## config.mk

```make
export PLATFORM = sky130hd
export DESIGN_NAME = conv_frame_tagger
export DESIGN_NICKNAME = d
export VERILOG_FILES = /design/src/rtl/conv_frame_tagger.sv
export SDC_FILE = /design/constraint.sdc
export NUM_CORES = 1
export LEC_CHECK = 0
export BUFFER_PORTS_ARGS = -buffer_cell sky130_fd_sc_hd__buf_2
export CAP_MARGIN = 5
export CORE_MARGIN = 5
export CORE_UTILIZATION = 47
export DETAILED_ROUTE_END_ITERATION = 8
export GPL_TIMING_DRIVEN = 0
export HOLD_SLACK_MARGIN = 0.06
export PLACE_DENSITY = 0.71
export SETUP_SLACK_MARGIN = 0.4
export SYNTH_ARGS = -nofsm -noshare
export SYNTH_HDL_FRONTEND = slang
export SYNTH_SLANG_ARGS = --single-unit
```

## constraint.sdc

```tcl
create_clock -name iCLK -period 2.25 [get_ports iCLK]
set_clock_uncertainty 0.05 [all_clocks]
set_input_delay 0.3375 -clock iCLK [delete_from_list [all_inputs] [get_ports iCLK]]
set_output_delay 0.3375 -clock iCLK [all_outputs]
set_load 0.05 [all_outputs]
```

## src/rtl/conv_frame_tagger.sv

```systemverilog
// conv_frame_tagger: recovers (x,y) of each filtered pixel from the frame-valid
// level, masks border pixels whose 3x3 window was incomplete, optionally
// binarizes, and emits registered pixels with SOF/EOL/EOF markers.
module conv_frame_tagger #(
  parameter int unsigned H_ACTIVE = 640,
  parameter int unsigned V_ACTIVE = 480,
  parameter logic [11:0] MASK_VAL = 12'h000,
  parameter int unsigned XW       = $clog2(H_ACTIVE),
  parameter int unsigned YW       = $clog2(V_ACTIVE)
) (
  input  logic          iCLK,
  input  logic          iRST,
  input  logic [11:0]   iPIX12,
  input  logic          iDVAL,
  input  logic          iFVAL,
  input  logic          iTHRESH_EN,
  input  logic [11:0]   iTHRESH,
  output logic [11:0]   oPIX12,
  output logic          oDVAL,
  output logic [XW-1:0] oX,
  output logic [YW-1:0] oY,
  output logic          oSOF,
  output logic          oEOL,
  output logic          oEOF,
  output logic          oERR
);

  typedef enum logic [1:0] {StIdle, StActive, StDone} state_e;

  state_e        state_q, state_d;
  logic          fval_q;
  logic [XW-1:0] cnt_x_q, cnt_x_d;
  logic [YW-1:0] cnt_y_q, cnt_y_d;

  logic [11:0]   opix_q, opix_d;
  logic          odval_q, odval_d;
  logic [XW-1:0] ox_q, ox_d;
  logic [YW-1:0] oy_q, oy_d;
  logic          osof_q, osof_d;
  logic          oeol_q, oeol_d;
  logic          oeof_q, oeof_d;
  logic          oerr_q, oerr_d;

  logic          rise;
  logic          accept;
  logic          x_last;
  logic          y_last;
  logic          border;
  logic [11:0]   pix_t;

  assign rise   = iFVAL & ~fval_q;
  assign x_last = (cnt_x_q == XW'(H_ACTIVE - 1));
  assign y_last = (cnt_y_q == YW'(V_ACTIVE - 1));
  // Columns 0/1 see the line-buffer wrap, rows 0/1 see unfilled rows.
  assign border = (32'(cnt_x_q) < 32'd2) || (32'(cnt_y_q) < 32'd2);

  // Threshold (unsigned) applied before the border mask so the mask wins.
  always_comb begin
    pix_t = iPIX12;
    if (iTHRESH_EN) begin
      pix_t = (iPIX12 >= iTHRESH) ? 12'hFFF : 12'h000;
    end
  end

  // Framing FSM, position counters and next-state of the registered outputs.
  always_comb begin
    state_d = state_q;
    cnt_x_d = cnt_x_q;
    cnt_y_d = cnt_y_q;
    accept  = 1'b0;
    oerr_d  = 1'b0;

    unique case (state_q)
      StIdle: begin
        if (rise) begin
          state_d = StActive;
          accept  = iDVAL;
        end
      end
      StActive: begin
        if (!iFVAL) begin
          // Short frame: drop any coincident beat and restart on next rise.
          oerr_d  = 1'b1;
          cnt_x_d = '0;
          cnt_y_d = '0;
          state_d = StIdle;
        end else begin
          accept = iDVAL;
        end
      end
      StDone: begin
        if (!iFVAL) begin
          state_d = StIdle;
        end else if (iDVAL) begin
          oerr_d = 1'b1;
        end
      end
      default: state_d = StIdle;
    endcase

    if (accept) begin
      if (x_last) begin
        cnt_x_d = '0;
        if (y_last) begin
          cnt_y_d = '0;
          state_d = StDone;
        end else begin
          cnt_y_d = cnt_y_q + 1'b1;
        end
      end else begin
        cnt_x_d = cnt_x_q + 1'b1;
      end
    end

    // Pixel/position hold their last value between beats; markers do not.
    opix_d  = opix_q;
    ox_d    = ox_q;
    oy_d    = oy_q;
    odval_d = 1'b0;
    osof_d  = 1'b0;
    oeol_d  = 1'b0;
    oeof_d  = 1'b0;
    if (accept) begin
      opix_d  = border ? MASK_VAL : pix_t;
      ox_d    = cnt_x_q;
      oy_d    = cnt_y_q;
      odval_d = 1'b1;
      osof_d  = (cnt_x_q == '0) && (cnt_y_q == '0);
      oeol_d  = x_last;
      oeof_d  = x_last && y_last;
    end
  end

  // State and output registers; fval_q resets high so a frame in flight is skipped.
  always_ff @(posedge iCLK or posedge iRST) begin
    if (iRST) begin
      state_q <= StIdle;
      fval_q  <= 1'b1;
      cnt_x_q <= '0;
      cnt_y_q <= '0;
      opix_q  <= '0;
      odval_q <= 1'b0;
      ox_q    <= '0;
      oy_q    <= '0;
      osof_q  <= 1'b0;
      oeol_q  <= 1'b0;
      oeof_q  <= 1'b0;
      oerr_q  <= 1'b0;
    end else begin
      state_q <= state_d;
      fval_q  <= iFVAL;
      cnt_x_q <= cnt_x_d;
      cnt_y_q <= cnt_y_d;
      opix_q  <= opix_d;
      odval_q <= odval_d;
      ox_q    <= ox_d;
      oy_q    <= oy_d;
      osof_q  <= osof_d;
      oeol_q  <= oeol_d;
      oeof_q  <= oeof_d;
      oerr_q  <= oerr_d;
    end
  end

  assign oPIX12 = opix_q;
  assign oDVAL  = odval_q;
  assign oX     = ox_q;
  assign oY     = oy_q;
  assign oSOF   = osof_q;
  assign oEOL   = oeol_q;
  assign oEOF   = oeof_q;
  assign oERR   = oerr_q;

endmodule

```

==> run summary, run 1 <==
Outcome
* result of the run: finished, final reports clean

Timing
* number of endpoints with negative hold slack in the final report: 0
* Worst Tran Pin Value: 0.542 ns
* post-layout minimum cycle time: 1.83 ns
* PnR worst setup slack: 0.424 ns
* achievable clock frequency: 548 MHz
* Max-Slew Margin vs Limit: 63.8%
* final setup violation count: 0
* setup repair after global routing missed its margin: true
* share of the cycle needed by the critical path after routing: 81.1%
* setup TNS after final layout: 0 ns
* final count of pins violating max slew: 0
* Post-Route Hold Slack: 0.0973 ns

Drt
* Total Routed Length: 7120 um
* detailed-routing iteration count for the pre-antenna-repair pass: 4
* routed via count: 2626
* routed via count divided by cell count: 5.23
* post-route ant nets: 0
* 1st-iter DRT viols: 87
* routed length per placed instance: 14.2 um
* number of remaining DRC errors: 0

Clock tree
* worst skew pair latency: 0.34 ns
* clock tree buffer depth: 2
* Clock Tree Root: sky130_fd_sc_hd__clkbuf_8
* TritonCTS clock tree: done
* clock-pin slew reported for the worst setup and hold paths after clock tree synthesis: 0.06 ns
* Inserted Clock Buffers: 9
* htree depth: 3
* clock sink count: 58

Setup path
* family with the most delay on the worst path: flip-flops
* series of cell instances along the critical path: inv_2 > ha_4 > nand2b_4 > a211oi_4 > nand2_2 > buf_4 > nor2_1 > nor3_1
* delay of the slowest cell on the worst path: 0.43 ns
* endpoint of the lowest-slack register-to-register path: state_q[0]
* Worst Reg-to-Reg Cells: 8
* Worst Setup Path Type: register to register
* Worst R2R Start: state_q[0]
* WP data required: 2.43 ns
* Worst path slowest cell: sky130_fd_sc_hd__dfrtp_1
* signal arrival time at the worst endpoint: 2.00 ns
* critical path startpoint category: register
* critical path buffer and inverter count: 2
* sort of element at the end of the critical path: register
* CP max FO: 4
* r2r setup slk: 0.42 ns

Synthesis
* synthesized flop and latch total: 58
* Yosys warnings: 0
* cell type with the largest total area after synthesis: sky130_fd_sc_hd__dfrtp_1
* net count after synthesis: 374
* instance count of the mapped netlist: 325
* commonest cells in the synthesized netlist: sky130_fd_sc_hd__nand2_1 (78), sky130_fd_sc_hd__dfrtp_1 (57), sky130_fd_sc_hd__inv_1 (26)
* Async SR Flop Fraction: 100%
* multiplexer fraction of the synthesized cell area: 0.335%
* post-synthesis compound-gate area fraction: 15.3%
* sequential fraction of the synthesis area: 48.6%
* most repeated cell in the gate-level netlist after synthesis: sky130_fd_sc_hd__nand2_1
* commonest register cell after synthesis: sky130_fd_sc_hd__dfrtp_1
* dominant combinational cell family by area after synthesis: simple AND/OR/NAND/NOR gates
* share of synthesized cell area in full adder, half adder and majority cells: 8.37%
* simple-gate area share of the yosys netlist: 21.0%
* proportion of netlist area held by the largest area contributor: 47.7%
* number of enable flip-flop cells after synthesis: 0
* synth unique cells: 55
* Post-Syn Area: 2990 um2
* area share of xor/xnor cells in the synthesized design: 1.47%
* mean instance size in the synthesized netlist: 9.20 um2
* Synth area leaders: sky130_fd_sc_hd__dfrtp_1 (48%), sky130_fd_sc_hd__nand2_1 (9.8%), sky130_fd_sc_hd__ha_1 (8.4%)

Power
* share of power burned in registers: 41.8%
* Logic pwr share: 28.3%
* standby leakage power: 0.00209 uW
* clock network fraction of total power: 29.9%
* Pint: 1850 uW
* PD cells: 715 nW/um2
* total net switching power: 954 uW
* largest voltage drop on the vdd net: 483 uV
* switching share of total power: 34.0%

Worst hold path
* worst hold path class: input pin to register
* worst hold path startpoint: iFVAL
* Hold Path Cell Cnt: 1
* end point of the worst hold path: fval_q

Flow run
* number of maximum-capacitance violations: 0

Floorplan
* placeable core region: 6280 um2
* standard-cell rows: 29
* width of the die: 89.8 um
* count of boundary I/O pins: 65
* Total Die Area: 8060 um2
* overall die height: 89.8 um
* initial cell density of the core: 47.6%

Global route
* total global routing overflow: 0
* number of global-route vias before repair: 2576
* first-pass GRT wire length: 11900 um
* aggregate global-route resource usage: 17.8%
* largest net degree at the start of global routing: 35
* number of antenna violations at the first check in global routing: 0

Placement
* Post-DP Area: 3430 um2
* RePlAce Congestion: 0.864
* number of buffers inserted by port buffering: 64
* HPWL after detailed placement: 5050 um
* minimum setup slack after placement: -0.0219 ns

Finish
* layout overhead on the synthesized area: 31.2%
* layout cells sized above 1: 33.9%
* diodes inserted: 0
* Net count, final: 470
* final cell utilization of the core: 62.5%
* post-route cell area: 3920 um2

## kinds of logic after synthesis
kind of cell / after synthesis
fa+ha+maj: 20
xor+xnor: 5
simple gates: 137
mux: 1
compound gates: 67
buf+inv: 37
flops: 58
## timing repair
item | 4_1_cts | 5_1_grt
endpoints found under the hold margin | 23 | 0
setup buffers | 6 | 11
pin swaps | 2 | 10
resized for setup | 24 | 32
setup endpoints to repair | 47 | 40
cloned | 1 | 1
hold buffers | 1 | 0
## worst reg2reg max path, delay by kind of cell (launching register included)
family	cells	cell delay, ns
AO/OA/AOI/OAI	1	0.36
adder cells (fa/ha/maj)	1	0.16
buffers and inverters	2	0.29
flip-flops	1	0.43
AND/OR/NAND/NOR	4	0.44
## state kept, by name (all words and copies together) (netlist names)
register	count
state_q	2
oX	10
oEOL	1
fval_q	1
cnt_x_q	10
oSOF	1
oDVAL	1
cnt_y_q	9
oPIX12	12
oY	9
oEOF	1
oERR	1
## metal layers
metal	part of all wire [%]	GRT usage (%)
met3	5.2	5.34
met5	0	0
met1	42	22.4
met4	1.6	5.92
met2	51	29.1
## final cells by class
class	instances	area (um2)
Sequential cell	58	1460
Tap cell	77	96.3
Timing Repair Buffer	85	494
Fill cell	506	2350
Inverter	28	114
Buffer	9	62.6
Clock buffer	12	155
Clock inverter	3	15.0
Multi-Input combinational cell	230	1530
## cell usage in the layout, fill, tap and decap left out, types with 5 or more instances in the layout
master / synthesis / final
sky130_fd_sc_hd__clkbuf_8: 0 / 11
sky130_fd_sc_hd__buf_4: 0 / 17
sky130_fd_sc_hd__inv_1: 26 / 23
sky130_fd_sc_hd__dfrtp_1: 57 / 53
sky130_fd_sc_hd__o21ai_0: 20 / 16
sky130_fd_sc_hd__a21oi_1: 9 / 8
sky130_fd_sc_hd__nor2_1: 20 / 19
sky130_fd_sc_hd__buf_2: 2 / 67
sky130_fd_sc_hd__o21ai_1: 6 / 9
sky130_fd_sc_hd__o21ai_2: 8 / 8
sky130_fd_sc_hd__nand2_1: 78 / 78
sky130_fd_sc_hd__nand3_1: 7 / 7
sky130_fd_sc_hd__and3_1: 5 / 5
sky130_fd_sc_hd__ha_1: 20 / 16
## power groups by stage
stage                     combinational, uW  sequential, uW  clock [uW]
after floorplan                         320            1310           0
after global placement                  607            1180           0
after detailed placement                626            1190           0
after CTS                               708            1160         860
after global routing                    875            1180         898
final                                   794            1170         840
## through the flow
step,power [uW],std cells
after detailed placement,1810,467
final,2810,502
after floorplan,1630,325
after global routing,2950,502
after CTS,2720,490
after global placement,1790,466
## how the worst max path moves through the flow
| stage | from | endpoint | slack [ns] | depth (start not counted) |
|---|---|---|---|---|
| 2_1_floorplan | iPIX12[0] | oPIX12[2] | 0.42 | 8 |
| 3_3_place_gp | iRST | state_q[0] | -0.27 | 2 |
| 3_5_place_dp | iPIX12[0] | oPIX12[3] | -0.02 | 9 |
| 4_1_cts | cnt_x_q[3] | oPIX12[2] | 0.41 | 6 |
| 5_1_grt | state_q[0] | state_q[0] | 0.35 | 8 |
| 6_report | state_q[0] | state_q[0] | 0.42 | 8 |
No activity file was read; power rests on OpenSTA's default activity.
==> run 2, diff against run 1 <==
==> constraint.sdc (replaced) <==
create_clock -name iCLK -period 1.8 [get_ports iCLK]
set_clock_uncertainty 0.05 [all_clocks]
set_input_delay 0.27 -clock iCLK [delete_from_list [all_inputs] [get_ports iCLK]]
set_output_delay 0.27 -clock iCLK [all_outputs]
set_load 0.05 [all_outputs]
==> run summary, run 2 (synthesis results as in run 1) <==
Timing
* PnR worst setup slack: -0.0507 ns, -0.475 ns
* final setup violation count: 1, +1
* setup repair after global routing missed its margin: true
* post-layout minimum cycle time: 1.85 ns, +0.0252 ns
* Worst Tran Pin Value: 0.457 ns, -0.0854 ns
* Max-Slew Margin vs Limit: 69.5%, +5.7 points
* number of endpoints with negative hold slack in the final report: 0, unchanged
* achievable clock frequency: 540 MHz, -1.4%
* setup TNS after final layout: -0.0507 ns, -0.0507 ns
* share of the cycle needed by the critical path after routing: 103%, +22 points
* final count of pins violating max slew: 0, unchanged

Global route
* first-pass GRT wire length: 14300 um, +20%
* total global routing overflow: 0, unchanged
* number of global-route vias before repair: 2936, +14%
* number of antenna violations at the first check in global routing: 0, unchanged
* aggregate global-route resource usage: 21.7%, +4.0 points
* largest net degree at the start of global routing: 59, +69%

Power
* standby leakage power: 0.00241 uW, +15%
* largest voltage drop on the vdd net: 502 uV, +4.0%
* PD cells: 887 nW/um2, +24%

Outcome
* violations in the final reports: negative setup slack
* result of the run: complete, but fails checks

Flow run
* number of maximum-capacitance violations: 0, unchanged

Floorplan
* count of boundary I/O pins: 65, unchanged
* placeable core region: 6280 um2, unchanged
* Total Die Area: 8060 um2, unchanged
* initial cell density of the core: 47.6%, unchanged
* overall die height: 89.8 um, unchanged
* standard-cell rows: 29, unchanged
* width of the die: 89.8 um, unchanged

Clock tree
* worst skew pair latency: 0.35 ns, about the same
* Inserted Clock Buffers: 9, unchanged
* clock tree buffer depth: 2, unchanged
* clock sink count: 58, unchanged
* Clock Tree Root: sky130_fd_sc_hd__clkbuf_8
* htree depth: 3, unchanged
* TritonCTS clock tree: done
* clock-pin slew reported for the worst setup and hold paths after clock tree synthesis: 0.08 ns, +0.02 ns

Drt
* routed length per placed instance: 17.7 um, +25%
* post-route ant nets: 0, unchanged
* routed via count divided by cell count: 5.49, +4.9%
* 1st-iter DRT viols: 170, +95%
* Total Routed Length: 9580 um, +35%
* number of remaining DRC errors: 0, unchanged
* routed via count: 2963, +13%
* detailed-routing iteration count for the pre-antenna-repair pass: 4, unchanged

Setup path
* CP max FO: 6, +2
* sort of element at the end of the critical path: register
* signal arrival time at the worst endpoint: 2.07 ns, +0.07 ns
* delay of the slowest cell on the worst path: 0.41 ns, -0.02 ns
* Worst Setup Path Type: register to register
* series of cell instances along the critical path: ha_4 > nand4_4 > a211oi_4 > buf_4 > nand3_4 > o21bai_1 > o2bb2ai_1
* Worst path slowest cell: sky130_fd_sc_hd__dfrtp_2
* critical path startpoint category: register
* family with the most delay on the worst path: compound AO/OA/AOI/OAI gates
* critical path buffer and inverter count: 1, -1
* WP data required: 2.02 ns, -0.41 ns

Finish
* most common cell after layout, fill and taps aside: sky130_fd_sc_hd__buf_2
* commonest non-fill, non-tap cells in the layout: sky130_fd_sc_hd__buf_2 (64), sky130_fd_sc_hd__nand2_1 (57), sky130_fd_sc_hd__dfrtp_1 (47)
* flip-flop count of the largest register, all copies and words added: 12, unchanged
* layout cells sized above 1: 51.8%, +18 points
* non-filler instance count after layout: 540, +7.6%
* Net count, final: 507, +7.9%
* diodes inserted: 0, unchanged
* layout overhead on the synthesized area: 58.6%
* Filler Cells Inserted: 393, -22%

Placement
* RePlAce Congestion: 0.880, +1.8%
* number of instances in the placed design: 466, -0.21%
* minimum setup slack after placement: -0.199 ns, -0.177 ns
* number of buffers inserted by port buffering: 64, unchanged
* HPWL after detailed placement: 5090 um, +0.76%

Worst hold path
* worst hold path class: input pin to register

## run 2: path summary, 6_finish.rpt
| kind | start | to | slack (ns) | cells past startpoint |
|---|---|---|---|---|
| max in group asynchronous | iRST | fval_q | 0.66 | 4 |
| min in group asynchronous | iRST | oPIX12[1] | 0.43 | 3 |
| min reg2reg | oPIX12[6] | oPIX12[6] | 0.43 | 2 |
| max reg2reg | cnt_x_q[1] | cnt_y_q[3] | -0.05 | 7 |
| min | iPIX12[6] | oPIX12[6] | 0.15 | 3 |
| max | cnt_x_q[1] | cnt_y_q[3] | -0.05 | 7 |
## run 2: what timing repair did
| item | 4_1_cts | 5_1_grt |
|---|---|---|
| setup buffers | 29 | 20 |
| resized for setup | 70 | 46 |
| hold buffers | 1 | 1 |
| endpoints found under the hold margin | 1 | 19 |
| setup endpoints to repair | 56 | 56 |
| gates cloned | 6 | 0 |
| pin swaps | 42 | 16 |
## run 2: where the power goes
| part | total, uW | switching [uW] | internal, uW |
|---|---|---|---|
| Sequential | 1490 | 93.5 | 1390 |
| Combinational | 1500 | 831 | 665 |
| Clock | 1220 | 578 | 644 |
## run 2: metrics by stage
step / area (um2) / hold slack [ns] / power (uW) / util [%]
after floorplan: 3160 / 0.224 / 2160 / -
after global placement: 3570 / 0.376 / 2370 / 56.9
after detailed placement: 3570 / 0.381 / 2390 / 56.9
after CTS: 4380 / 0.145 / 3950 / 69.7
after global routing: 4740 / 0.147 / 4380 / 75.5
final: 4740 / 0.155 / 4200 / 75.5
## run 2: layer usage
layer / routed length (um) / track usage (%) / vias up / share of wire [%]
met3: 621 / 5.84 / 36 / 6.5
li1: - / - / 1374 / -
met1: 3790 / 25.7 / 1441 / 40
met4: 386 / 9.32 / 0 / 4.0
met2: 4780 / 37.0 / 112 / 50
met5: 0 / 0 / - / 0
## run 2: final cells by class
type	instances	area (um2)	share of cell area [%]
buffer	9	149	3.14
clock buffer	9	124	2.61
clock inverter	7	77.6	1.64
inverter	28	131	2.77
multi-input combinational	230	1790	37.7
sequential	58	1470	30.9
tap	77	96.3	2.03
timing repair buffer	122	908	19.2
## run 2: worst register-to-register path: cells and delay by family, from the launching register on
family | cells | cell delay [ns]
adders and majority gates | 1 | 0.17
DFF | 1 | 0.41
and+or+nand+nor | 2 | 0.25
buffers and inverters | 1 | 0.20
AOI/OAI and AO/OA | 3 | 0.70
==> run 3, diff against run 2 <==
--- a/config.mk
+++ b/config.mk
@@ -13,6 +13,7 @@
 export GPL_TIMING_DRIVEN = 0
 export HOLD_SLACK_MARGIN = 0.06
 export PLACE_DENSITY = 0.71
+export RECOVER_POWER = 25
 export SETUP_SLACK_MARGIN = 0.4
 export SYNTH_ARGS = -nofsm -noshare
 export SYNTH_HDL_FRONTEND = slang
==> run summary, run 3 (synthesis results as in run 1) <==
Clock tree
* htree depth: 3, unchanged
* Clock Tree Root: sky130_fd_sc_hd__clkbuf_8
* clock sink count: 58, unchanged
* clock tree buffer depth: 2, unchanged
* clock-pin slew reported for the worst setup and hold paths after clock tree synthesis: 0.08 ns, about the same
* worst skew pair latency: 0.35 ns, about the same
* Inserted Clock Buffers: 9, unchanged
* TritonCTS clock tree: done

Flow run
* number of maximum-capacitance violations: 0, unchanged

Global route
* number of global-route vias before repair: 2936, unchanged
* first-pass GRT wire length: 14300 um, unchanged
* aggregate global-route resource usage: 21.7%, unchanged
* largest net degree at the start of global routing: 59, unchanged
* number of antenna violations at the first check in global routing: 0, unchanged
* total global routing overflow: 0, unchanged

Setup path
* Worst Setup Path Type: register to register
* endpoint of the lowest-slack register-to-register path: cnt_y_q[3]
* Worst Reg-to-Reg Cells: 7, unchanged
* sort of element at the end of the critical path: register
* CP max FO: 6, unchanged
* r2r setup slk: -0.05 ns, about the same
* WP data required: 2.02 ns, about the same
* critical path startpoint category: register
* start point of the critical path: cnt_x_q[1]
* Setup crit end: cnt_y_q[3]
* signal arrival time at the worst endpoint: 2.07 ns, about the same
* Worst R2R Start: cnt_x_q[1]

Timing
* final count of pins violating max slew: 0, unchanged
* post-layout minimum cycle time: 1.85 ns, unchanged
* setup repair after global routing missed its margin: true
* share of the cycle needed by the critical path after routing: 103%, unchanged
* number of endpoints with negative hold slack in the final report: 0, unchanged
* Max-Slew Margin vs Limit: 38.5%, -31 points
* PnR worst setup slack: -0.0507 ns, unchanged
* Worst Tran Pin Value: 0.918 ns, +0.461 ns
* achievable clock frequency: 540 MHz, unchanged
* final setup violation count: 1, unchanged

Drt
* routed via count divided by cell count: 5.49, unchanged
* routed length per placed instance: 17.7 um, about the same
* post-route ant nets: 0, unchanged
* routed via count: 2963, unchanged
* number of remaining DRC errors: 0, unchanged
* 1st-iter DRT viols: 170, unchanged
* Total Routed Length: 9580 um, about the same
* detailed-routing iteration count for the pre-antenna-repair pass: 4, unchanged

Finish
* final cell utilization of the core: 75.4%, about the same
* flip-flop count of the largest register, all copies and words added: 12, unchanged
* diodes inserted: 0, unchanged
* non-filler instance count after layout: 540, unchanged
* Net count, final: 507, unchanged
* layout cells sized above 1: 51.6%, -0.22 points
* layout overhead on the synthesized area: 58.4%, about the same
* commonest non-fill, non-tap cells in the layout: sky130_fd_sc_hd__buf_2 (63), sky130_fd_sc_hd__nand2_1 (57), sky130_fd_sc_hd__dfrtp_1 (47)
* most common cell after layout, fill and taps aside: sky130_fd_sc_hd__buf_2

Power
* largest voltage drop on the vdd net: 502 uV, about the same
* PD cells: 888 nW/um2, about the same
* standby leakage power: 0.00241 uW, -0.12%
* Total Power Consumption: 4200 uW, about the same

Floorplan
* width of the die: 89.8 um, unchanged
* placeable core region: 6280 um2, unchanged
* standard-cell rows: 29, unchanged
* count of boundary I/O pins: 65, unchanged
* initial cell density of the core: 47.6%, unchanged
* overall die height: 89.8 um, unchanged
* Total Die Area: 8060 um2, unchanged

Placement
* number of instances in the placed design: 466, unchanged
* number of buffers inserted by port buffering: 64, unchanged
* RePlAce Congestion: 0.880, unchanged
* HPWL after detailed placement: 5090 um, unchanged

Outcome
* violations in the final reports: negative setup slack
* result of the run: complete, but fails checks

Worst hold path
* worst hold path class: input pin to register

run 3: cell types whose count changed in the layout (fill, tap and decap cells not counted):
cell | previous run | this run
sky130_fd_sc_hd__clkinvlp_2 | 0 | 1
sky130_fd_sc_hd__clkbuf_1 | 1 | 2
sky130_fd_sc_hd__buf_2 | 64 | 63
sky130_fd_sc_hd__clkinvlp_4 | 5 | 4
run 3: through the flow:
step / area, um2 / hold WS [ns] / setup WS (ns) / TNS [ns]
global placement: 3570 / 0.376 / -0.166 / -1.43
finish: 4740 / 0.155 / -0.0507 / -0.0507
CTS: 4380 / 0.145 / 0.0727 / 0
detailed placement: 3570 / 0.381 / -0.199 / -1.76
floorplan: 3160 / 0.224 / 0.123 / 0
global route: 4740 / 0.147 / -0.0794 / -0.357
run 3: final cells by class:
type	instances	area (um2)
multi-input combinational	230	1790
fill	394	1540
sequential	58	1470
timing repair buffer	122	907
buffer	9	149
inverter	28	129
clock buffer	9	124
tap	77	96.3
clock inverter	7	77.6
run 3: critical path, stage by stage, from the launching register on:
cell and delay [ns]:
sky130_fd_sc_hd__dfrtp_2 0.41, sky130_fd_sc_hd__ha_4 0.17, sky130_fd_sc_hd__nand4_4 0.13, sky130_fd_sc_hd__a211oi_4 0.38, sky130_fd_sc_hd__buf_4 0.20, sky130_fd_sc_hd__nand3_4 0.12, sky130_fd_sc_hd__o21bai_1 0.19, sky130_fd_sc_hd__o2bb2ai_1 0.13
run 3: worst min path at each step:
stage | start | endpoint | cells after the start
detailed placement | iFVAL | fval_q | 1
floorplan | iFVAL | fval_q | 0
finish | iPIX12[6] | oPIX12[6] | 3
CTS | iPIX12[6] | oPIX12[6] | 3
global route | iPIX12[8] | oPIX12[8] | 3
global placement | iFVAL | fval_q | 1
run 3: layer usage:
layer  track usage, %  vias to the layer above  part of all wire (%)
li1                 -                     1374                     -
met1             25.7                     1441                    39
met2             37.0                      112                    50
met3             5.84                       36                   6.5
met4             9.32                        0                   4.0
met5                0                        -                     0
run 3: timing repair:
action	in CTS	in global routing
endpoints found under the hold margin	1	19
resized for setup	70	46
hold buffers	1	1
cloned	6	0
endpoints found under the setup margin	56	56
setup buffers	29	20
pin swaps	42	16
run 3: power by group:
group / internal (uW) / leakage, uW / switching [uW] / total (uW)
sequential: 1390 / 0.000784 / 93.5 / 1490
clock: 644 / 0.0000881 / 578 / 1220
combinational: 664 / 0.00154 / 830 / 1490
total: 2700 / 0.00241 / 1500 / 4200
